$ cat config.mk
export PLATFORM = sky130hd
export DESIGN_NAME = action_scheduler_flat
export DESIGN_NICKNAME = d
export VERILOG_FILES = /design/src/rtl/mini_car_pkg.sv /design/src/rtl/action_scheduler_if.sv /design/src/rtl/sched_tick_cnt.sv /design/src/rtl/action_scheduler.sv /design/src/flat_wrapper.sv
export SDC_FILE = /design/constraint.sdc
export NUM_CORES = 1
export LEC_CHECK = 0
export ABC_AREA = 1
export BUFFER_PORTS_ARGS = -buffer_cell sky130_fd_sc_hd__buf_2
export CAP_MARGIN = 20
export CORE_MARGIN = 3
export CORE_UTILIZATION = 54
export DETAILED_ROUTE_END_ITERATION = 8
export PLACE_DENSITY_LB_ADDON = 0.25
export SLEW_MARGIN = 20
export SYNTH_ARGS = -nofsm -noshare
export SYNTH_HDL_FRONTEND = slang
export SYNTH_SLANG_ARGS = --single-unit
$ cat constraint.sdc
create_clock -name clk_in -period 2 [get_ports clk_in]
set_input_delay 0.3 -clock clk_in [delete_from_list [all_inputs] [get_ports clk_in]]
set_output_delay 0.3 -clock clk_in [all_outputs]
set_load 0.005 [all_outputs]
$ cat src/rtl/mini_car_pkg.sv
// rtl/mini_car_pkg.sv - miniCar action codes, scheduler state codes and sanitiser
package mini_car_pkg;

  localparam int ACT_W = 4;

  localparam logic [ACT_W-1:0] ACT_STOP  = 4'd0;
  localparam logic [ACT_W-1:0] ACT_FWD   = 4'd1;
  localparam logic [ACT_W-1:0] ACT_BACK  = 4'd2;
  localparam logic [ACT_W-1:0] ACT_LEFT  = 4'd3;
  localparam logic [ACT_W-1:0] ACT_RIGHT = 4'd4;
  localparam logic [ACT_W-1:0] ACT_BRAKE = 4'd5;

  typedef enum logic [1:0] {
    S_STOP  = 2'b00,
    S_RUN   = 2'b01,
    S_BRAKE = 2'b10
  } sched_state_e;

  // Requesters may only ask for motion; BRAKE and undefined codes become STOP.
  function automatic logic [ACT_W-1:0] sanitise(input logic [ACT_W-1:0] a);
    return (a >= ACT_BRAKE) ? ACT_STOP : a;
  endfunction

endpackage

$ cat src/rtl/action_scheduler_if.sv
// rtl/action_scheduler_if.sv - requester inputs and motor-action outputs of the scheduler
interface action_scheduler_if;
  import mini_car_pkg::*;

  logic             tick_1ms;
  logic [1:0]       miniCarMode;
  logic [ACT_W-1:0] action_ir;
  logic [ACT_W-1:0] action_track;
  logic [ACT_W-1:0] action_avoid;
  logic             obstacle_near;
  logic [ACT_W-1:0] action_out;
  logic             brake_active;
  logic             override_flag;
  logic [1:0]       sched_state;

  modport master (
    output tick_1ms, miniCarMode, action_ir, action_track, action_avoid, obstacle_near,
    input  action_out, brake_active, override_flag, sched_state
  );

  modport slave (
    input  tick_1ms, miniCarMode, action_ir, action_track, action_avoid, obstacle_near,
    output action_out, brake_active, override_flag, sched_state
  );

endinterface

$ cat src/rtl/sched_tick_cnt.sv
// rtl/sched_tick_cnt.sv - tick-enabled saturating counter with priority clear
module sched_tick_cnt #(
  parameter int W = 8
) (
  input  logic         clk_in,
  input  logic         rst_n,
  input  logic         tick_i,
  input  logic         clr_i,
  input  logic [W-1:0] limit_i,
  output logic [W-1:0] cnt_o
);

  logic [W-1:0] cnt_q;

  always_ff @(posedge clk_in or negedge rst_n) begin
    if (!rst_n) begin
      cnt_q <= '0;
    end else if (clr_i) begin
      cnt_q <= '0;
    end else if (tick_i && (cnt_q < limit_i)) begin
      cnt_q <= cnt_q + 1'b1;
    end
  end

  assign cnt_o = cnt_q;

endmodule

$ cat src/rtl/action_scheduler.sv
// rtl/action_scheduler.sv - motor-safe action arbiter: hold, active brake, coast dead-time
module action_scheduler
  import mini_car_pkg::*;
#(
  parameter int HOLD_MS  = 100,
  parameter int BRAKE_MS = 20,
  parameter int DEAD_MS  = 50,
  parameter int CNT_W    = 8
) (
  input  logic         clk_in,
  input  logic         rst_n,
  action_scheduler_if.slave bus
);

  sched_state_e     state_q, state_d;
  logic [ACT_W-1:0] action_q, action_d;
  logic [ACT_W-1:0] req_raw, req_san, req;
  logic [1:0]       mode_q;
  logic             brake_q, override_q, override_d;
  logic             mode_chg, clr;
  logic [CNT_W-1:0] cnt, limit;

  always_comb begin
    case (bus.miniCarMode)
      2'd0:    req_raw = bus.action_ir;
      2'd1:    req_raw = bus.action_track;
      2'd2:    req_raw = bus.action_avoid;
      default: req_raw = ACT_STOP;
    endcase
    req_san    = sanitise(req_raw);
    // Avoid mode owns obstacle handling itself; elsewhere forward is inhibited.
    override_d = bus.obstacle_near && (bus.miniCarMode != 2'd2) && (req_san == ACT_FWD);
    req        = override_d ? ACT_STOP : req_san;
    mode_chg   = (bus.miniCarMode != mode_q);
  end

  always_comb begin
    state_d  = state_q;
    action_d = action_q;
    limit    = CNT_W'(BRAKE_MS);
    case (state_q)
      S_STOP: begin
        limit    = CNT_W'(DEAD_MS);
        action_d = ACT_STOP;
        if ((req != ACT_STOP) && (cnt >= CNT_W'(DEAD_MS))) begin
          state_d  = S_RUN;
          action_d = req;
        end
      end
      S_RUN: begin
        limit = CNT_W'(HOLD_MS);
        // STOP and mode changes bypass the hold; other changes wait it out.
        if ((req == ACT_STOP) || mode_chg ||
            ((req != action_q) && (cnt >= CNT_W'(HOLD_MS)))) begin
          state_d  = S_BRAKE;
          action_d = ACT_BRAKE;
        end
      end
      S_BRAKE: begin
        action_d = ACT_BRAKE;
        if (cnt >= CNT_W'(BRAKE_MS)) begin
          state_d  = S_STOP;
          action_d = ACT_STOP;
        end
      end
      default: begin
        state_d  = S_BRAKE;
        action_d = ACT_BRAKE;
      end
    endcase
    clr = (state_d != state_q);
  end

  always_ff @(posedge clk_in or negedge rst_n) begin
    if (!rst_n) begin
      state_q    <= S_STOP;
      action_q   <= ACT_STOP;
      brake_q    <= 1'b0;
      override_q <= 1'b0;
      mode_q     <= 2'd0;
    end else begin
      state_q    <= state_d;
      action_q   <= action_d;
      brake_q    <= (state_d == S_BRAKE);
      override_q <= override_d;
      mode_q     <= bus.miniCarMode;
    end
  end

  sched_tick_cnt #(.W(CNT_W)) u_cnt (
    .clk_in  (clk_in),
    .rst_n   (rst_n),
    .tick_i  (bus.tick_1ms),
    .clr_i   (clr),
    .limit_i (limit),
    .cnt_o   (cnt)
  );

  assign bus.action_out    = action_q;
  assign bus.brake_active  = brake_q;
  assign bus.override_flag = override_q;
  assign bus.sched_state   = state_q;

endmodule

$ cat src/flat_wrapper.sv
// flat-port wrapper written by rule: the top's interface ports become plain ports
module action_scheduler_flat import mini_car_pkg::*;
#(
  parameter int HOLD_MS  = 100,
  parameter int BRAKE_MS = 20,
  parameter int DEAD_MS  = 50,
  parameter int CNT_W    = 8
)
  (clk_in, rst_n, bus_tick_1ms, bus_miniCarMode, bus_action_ir, bus_action_track, bus_action_avoid, bus_obstacle_near, bus_action_out, bus_brake_active, bus_override_flag, bus_sched_state);
  action_scheduler_if bus_i ();
  input  logic clk_in;
  input  logic rst_n;
  input wire logic [$bits(bus_i.tick_1ms)-1:0] bus_tick_1ms;
  input wire logic [$bits(bus_i.miniCarMode)-1:0] bus_miniCarMode;
  input wire logic [$bits(bus_i.action_ir)-1:0] bus_action_ir;
  input wire logic [$bits(bus_i.action_track)-1:0] bus_action_track;
  input wire logic [$bits(bus_i.action_avoid)-1:0] bus_action_avoid;
  input wire logic [$bits(bus_i.obstacle_near)-1:0] bus_obstacle_near;
  output wire logic [$bits(bus_i.action_out)-1:0] bus_action_out;
  output wire logic [$bits(bus_i.brake_active)-1:0] bus_brake_active;
  output wire logic [$bits(bus_i.override_flag)-1:0] bus_override_flag;
  output wire logic [$bits(bus_i.sched_state)-1:0] bus_sched_state;
  assign bus_i.tick_1ms = bus_tick_1ms;
  assign bus_i.miniCarMode = bus_miniCarMode;
  assign bus_i.action_ir = bus_action_ir;
  assign bus_i.action_track = bus_action_track;
  assign bus_i.action_avoid = bus_action_avoid;
  assign bus_i.obstacle_near = bus_obstacle_near;
  assign bus_action_out = bus_i.action_out;
  assign bus_brake_active = bus_i.brake_active;
  assign bus_override_flag = bus_i.override_flag;
  assign bus_sched_state = bus_i.sched_state;
  action_scheduler #(.HOLD_MS(HOLD_MS), .BRAKE_MS(BRAKE_MS), .DEAD_MS(DEAD_MS), .CNT_W(CNT_W)) u_core (.clk_in(clk_in), .rst_n(rst_n), .bus(bus_i));
endmodule
==> results of run 1 <==
==> cell type report <==
type,count,area (sq um),area share
multi-input cells,134,771,0.483
clock buffers,4,36.3,0.0227
well taps,28,35.0,0.0219
flip-flops and latches,18,450,0.282
inverters,28,105,0.0658
repair buffers,34,199,0.125
==> layout by cell type, fill, tap and decap left out, drive strengths merged <==
cell type    count
nand3           15
a21oi            6
clkbuf           4
o211ai           2
nor2            23
a22oi            1
nand2           43
inv             28
o22ai            1
nor4             1
dlygate4sd3      1
nor3             4
o21ai            4
ha               6
nor3b            1
a211oi           1
nand4           15
or2              2
xor2             6
dfrtp           18
o21a             1
xnor2            2
buf             33
==> worst min-delay path by stage <==
| stage | start | end | slack [ns] | cells after the start |
|---|---|---|---|---|
| final | bus_miniCarMode[1] | u_core.mode_q[1]$_DFF_PN0_ | 0.19 | 1 |
| after global routing | bus_miniCarMode[1] | u_core.mode_q[1]$_DFF_PN0_ | 0.17 | 1 |
| after CTS | bus_miniCarMode[1] | u_core.mode_q[1]$_DFF_PN0_ | 0.18 | 1 |
| after detailed placement | rst_n | u_core.bus.action_out[3]$_DFFE_PN0P_ | 0.25 | 1 |
| after global placement | rst_n | u_core.bus.action_out[3]$_DFFE_PN0P_ | 0.25 | 1 |
| after floorplan | rst_n | u_core.bus.action_out[0]$_DFFE_PN0P_ | 0.004 | 0 |
==> sequential cells by signal (all words and copies together) (netlist names) <==
name	flops
u_core.mode_q	2
u_core.bus.override_flag	1
u_core.u_cnt.cnt_o	8
u_core.bus.brake_active	1
u_core.bus.sched_state	2
u_core.bus.action_out	4
==> where the power goes <==
part           internal [mW]  switching (mW)
combinational          0.221           0.312
clock                  0.111           0.108
sequential             0.432          0.0605
total                  0.764           0.481
==> layer usage <==
| layer | wire (microns) | global-route usage | part of all wire | vias up |
|---|---|---|---|---|
| li1 | - | - | - | 675 |
| met1 | 1390 | 0.265 | 0.49 | 579 |
| met2 | 1300 | 0.333 | 0.46 | 31 |
| met3 | 117 | 0.0302 | 0.041 | 4 |
| met4 | 31 | 0.0694 | 0.011 | 0 |
| met5 | 0 | 0 | 0 | - |
==> stage by stage <==
stage | worst slack, ns | instances
final | 0.158 | 246
after global routing | -0.0216 | 246
after CTS | 0.0437 | 244
after detailed placement | 0.0215 | 239
after global placement | 0.0493 | 239
after floorplan | 0.192 | 183
==> repair_timing <==
action / 4_1_cts / 5_1_grt
resized for setup: 0 / 7
endpoints found under the hold margin: 18 / 0
setup endpoints to repair: 0 / 8
buffers inserted: 0 / 2
hold buffers: 1 / 0
==> cell families after synthesis <==
family / count (synthesis)
simple gates: 104
flops: 18
fa+ha+maj: 6
compound gates: 16
xor+xnor: 8
buf+inv: 31
==> qor.txt, run 1 <==
status: complete, no violations
Avg Cell Area, Syn: 7.31 sq um
Mapped Area: 1340 sq um
Post-Syn Instances: 183
Clock Tree Buf Depth: 2
max-cap viol count: 0
Initial Util: 0.588
Die Y: 55.8 microns
critical path arrival: 2.03 ns
Worst setup SP type: register
placed instance area: 1520 sq um
Top Ports: 26
Clk pin slew, worst setup/hold paths: 0.10 ns
DR pass1 iterations: 4
CTS sink cnt: 18
Crit path largest cell delay: 0.35 ns
total CTS buffers: 3
launch point of the worst path: u_core.bus.sched_state[1]$_DFF_PN0_
final setup violation count: 0
initial drt markers: 48
area growth from synthesis to layout: 19.4%
ys flop type: dfrtp_1
CTS tree: built
Final TNS setup: 0 ns
static leakage: 0.869 nW
Buf/Inv on CP: 3
first-pass GRT wire length: 5090 microns
most frequent CP cell: o21ai_2
area of the die: 3110 sq um
post-synthesis compound-gate area fraction: 0.0767
Final Skew: 0.00670 ns
Skew-Pair Late Insertion Delay: 0.29 ns
final layout net count: 243
H-tree Lvls: 1
total power: 1.24 mW
Post-synth EDFFs: 0
CORE AREA: 2280 sq um
CP max-delay cell: dfrtp_1
number of nets still failing antenna checks after routing: 0
largest net degree at the start of global routing: 19
gp weighted congestion: 0.826
area leader, netlist: dfrtp_1
initial antenna violation count: 0
Total GRT Usage: 0.200
final slew viol count: 0
syn_nets: 207
ys async rst share: 1.00
row cnt: 17
routed len/inst: 11.6 microns
Post-DP HPWL: 2270 microns
post-synthesis xor/xnor area fraction: 0.0524
Root Buffer: clkbuf_4
Final Cell Area: 1600 sq um
crit end category: register
RR Startpoint: u_core.bus.sched_state[1]$_DFF_PN0_
Final Routed Wirelength: 2840 microns
fmax: 543 MHz
area share of the largest cell type after synthesis: 0.337
die width: 55.8 microns
drc violations: 0
Synth area leaders: dfrtp_1, nand2_1, inv_1
worst min path class: input pin to register
synth unique cells: 32
critical-path cell list: buf_4, nor2_2, ha_1, inv_1, o21ai_2, a21oi_2, o21ai_2, buf_6, xor2_1, nor2_1
post-synthesis simple-gate area fraction: 0.380
reg2reg end: u_core.u_cnt.cnt_o[0]$_DFFE_PN0P_
Congestion Overflow GR: 0
critical path class: register to register
Seq/Total Area, Yosys: 0.337
vias: 1289
slew at the pin closest to its max-slew limit: 0.395 ns
Crit path max-delay family: compound AO/OA/AOI/OAI gates
Ys Warns: 0
most common cell in the netlist: nand2_1
Hold WS: 0.191 ns
final hold violations: 0
vias in the first global route: 1238
minimum clock period: 1.84 ns
period utilization: 0.921
relative slew slack: 0.737
ant diodes: 0
vias per inst: 5.24
PwrDens: 779 nW/um^2
CP Data Required Time: 2.19 ns
setup slack, reg-to-reg: 0.16 ns
Adder-Cell Fraction of Synth Area: 0.0561
Fillers: 200
WP depth: 10
Finished Core Util: 0.701
largest fanout on the critical path: 7
layout cells sized above 1: 0.261
IO buf count: 25
Yosys reg bits: 18
main combinational cell family by area after synthesis: simple AND/OR/NAND/NOR gates
FF-to-FF path depth: 10
mux share of post-synthesis cell area: 0
Critical path destination: u_core.u_cnt.cnt_o[0]$_DFFE_PN0P_
Max VDD drop: 0.714 mV
Post-synth top cells: nand2_1, inv_1, nor2_1
No activity file was read; power rests on OpenSTA's default activity.
==> inputs of run 2 (changes only) <==
--- a/config.mk
+++ b/config.mk
@@ -9,7 +9,7 @@
 export BUFFER_PORTS_ARGS = -buffer_cell sky130_fd_sc_hd__buf_2
 export CAP_MARGIN = 20
 export CORE_MARGIN = 3
-export CORE_UTILIZATION = 54
+export CORE_UTILIZATION = 47
 export DETAILED_ROUTE_END_ITERATION = 8
 export PLACE_DENSITY_LB_ADDON = 0.25
 export SLEW_MARGIN = 20
==> qor.txt, run 2 (synthesized netlist as in run 1, its figures left out) <==
Finished Core Util: 0.616 (-0.0851)
total CTS buffers: 3 (unchanged)
ant diodes: 0 (unchanged)
clock power share: 0.185 (+0.009)
PwrDens: 795 nW/um^2 (+1.9%)
critical path arrival: 2.08 ns (+0.05 ns)
Initial Util: 0.516 (-0.0713)
Clock Tree Buf Depth: 2 (unchanged)
final slew viol count: 0 (unchanged)
area of the die: 3520 sq um (+13%)
largest net degree at the start of global routing: 19 (unchanged)
CTS sink cnt: 18 (unchanged)
initial drt markers: 39 (-19%)
Top Ports: 26 (unchanged)
crit end category: register
Post-DP HPWL: 2300 microns (+1.7%)
Final TNS setup: 0 ns (unchanged)
total power: 1.27 mW (+1.9%)
switch share: 0.390 (+0.00329)
DR pass1 iterations: 4 (unchanged)
relative slew slack: 0.711 (-0.0260)
P_int: 0.774 mW (+1.4%)
Max VDD drop: 0.533 mV (-25%)
row cnt: 18 (+1)
critical path class: register to register
commonest non-fill, non-tap cells in the layout: nand2_1, buf_2, inv_1, nor2_1, dfrtp_1
static leakage: 0.866 nW (-0.35%)
Die Y: 59.3 microns (+6.4%)
layout cells sized above 1: 0.257 (-0.00459)
fmax: 546 MHz (+0.64%)
vias: 1309 (+1.6%)
die width: 59.3 microns (+6.4%)
H-tree Lvls: 1 (unchanged)
slew at the pin closest to its max-slew limit: 0.434 ns (+0.0389 ns)
CP Data Required Time: 2.25 ns (+0.06 ns)
Total GRT Usage: 0.184 (-0.0159)
CTS tree: built
drc violations: 0 (unchanged)
initial antenna violation count: 0 (unchanged)
Final Routed Wirelength: 2960 microns (+4.1%)
Skew-Pair Late Insertion Delay: 0.30 ns (about the same)
first-pass GRT wire length: 5050 microns (-0.69%)
final layout net count: 243 (unchanged)
Gate power share: 0.423 (-0.005)
final setup violation count: 0 (unchanged)
gp weighted congestion: 0.922 (+12%)
IO buf count: 25 (unchanged)
worst min path class: input pin to register
minimum clock period: 1.83 ns (-0.0116 ns)
final hold violations: 0 (unchanged)
Root Buffer: clkbuf_4
Congestion Overflow GR: 0 (unchanged)
RSZ-0062 raised after global routing: no
Flop pwr share: 0.392 (-0.004)
CORE AREA: 2590 sq um (+14%)
number of nets still failing antenna checks after routing: 0 (unchanged)
vias in the first global route: 1180 (-4.7%)
vias per inst: 5.28 (+0.73%)
commonest non-fill, non-tap cell in the layout: nand2_1
max-cap viol count: 0 (unchanged)
Worst setup SP type: register
Final Skew: 0.0155 ns (+0.00880 ns)
max reg flops: 8 (unchanged)
period utilization: 0.915 (-0.00582)
Clk pin slew, worst setup/hold paths: 0.12 ns (+0.02 ns)
Psw: 0.494 mW (+2.8%)
routed len/inst: 11.9 microns (+3.3%)
area growth from synthesis to layout: 19.4% (unchanged)
largest fanout on the critical path: 5 (-2)
status: complete, no violations
## run 2: cell count changes in the layout (fill, tap and decap cells not counted)
cell / before / now
a21oi_2: 1 / 0
o21ai_2: 2 / 1
buf_4: 7 / 6
buf_6: 1 / 2
dfrtp_1: 18 / 17
a21oi_1: 5 / 6
dfrtp_2: 0 / 1
o21ai_1: 1 / 2
## run 2: final timing paths
check	from	endpoint	depth (start not counted)	slack, ns
worst max-delay path	u_core.bus.sched_state[1]$_DFF_PN0_	u_core.u_cnt.cnt_o[0]$_DFFE_PN0P_	9	0.17
worst min-delay path	bus_miniCarMode[1]	u_core.mode_q[1]$_DFF_PN0_	1	0.18
worst max register to register	u_core.bus.sched_state[1]$_DFF_PN0_	u_core.u_cnt.cnt_o[0]$_DFFE_PN0P_	9	0.17
worst min register to register	u_core.bus.action_out[3]$_DFFE_PN0P_	u_core.bus.action_out[3]$_DFFE_PN0P_	2	0.53
max in group asynchronous	rst_n	u_core.bus.sched_state[0]$_DFF_PN0_	2	1.18
min in group asynchronous	rst_n	u_core.u_cnt.cnt_o[3]$_DFFE_PN0P_	2	0.48
## run 2: area by class of cell
cell class | instances | area (sq um)
fill | 252 | 993
tap | 30 | 37.5
multi-input combinational | 134 | 763
sequential | 18 | 452
inverter | 28 | 105
clock buffer | 4 | 36.3
timing repair buffer | 34 | 203
## run 2: critical path, cell delays in order (launching register included)
cell and delay [ns]:
dfrtp_1 0.41, nor2_2 0.15, ha_1 0.26, a211oi_2 0.23
o21ai_1 0.08, a21oi_1 0.15, o21ai_2 0.14, buf_6 0.16
xor2_1 0.13, nor2_1 0.09
## run 2: stage by stage
stage / std cells / instance area [sq um] / hold slack [ns] / setup WS [ns]
5_1_grt: 248 / 1600 / 0.183 / 0.00416
6_report: 248 / 1600 / 0.181 / 0.170
4_1_cts: 246 / 1570 / 0.178 / 0.0196
3_5_place_dp: 241 / 1520 / 0.260 / -0.0488
2_1_floorplan: 183 / 1340 / 0.00441 / 0.192
3_3_place_gp: 241 / 1520 / 0.253 / 0.0340
## run 2: power by group through the flow
stage / Combinational, mW / Clock [mW] / Sequential (mW)
after floorplan: 0.331 / 0 / 0.505
after global placement: 0.487 / 0 / 0.494
after detailed placement: 0.500 / 0 / 0.497
after CTS: 0.503 / 0.239 / 0.490
after global routing: 0.615 / 0.245 / 0.505
final: 0.537 / 0.235 / 0.497
## run 2: per-layer routing
layer  GRT usage  share of wire
met5           0              0
met4      0.0583          0.016
met3      0.0261          0.042
met2       0.296           0.45
met1       0.254           0.49
## run 2: timing repair
action	CTS	global route
endpoints found under the setup margin	0	8
resized for setup	0	7
endpoints found under the hold margin	18	0
buffers inserted	0	2
hold buffers	1	0
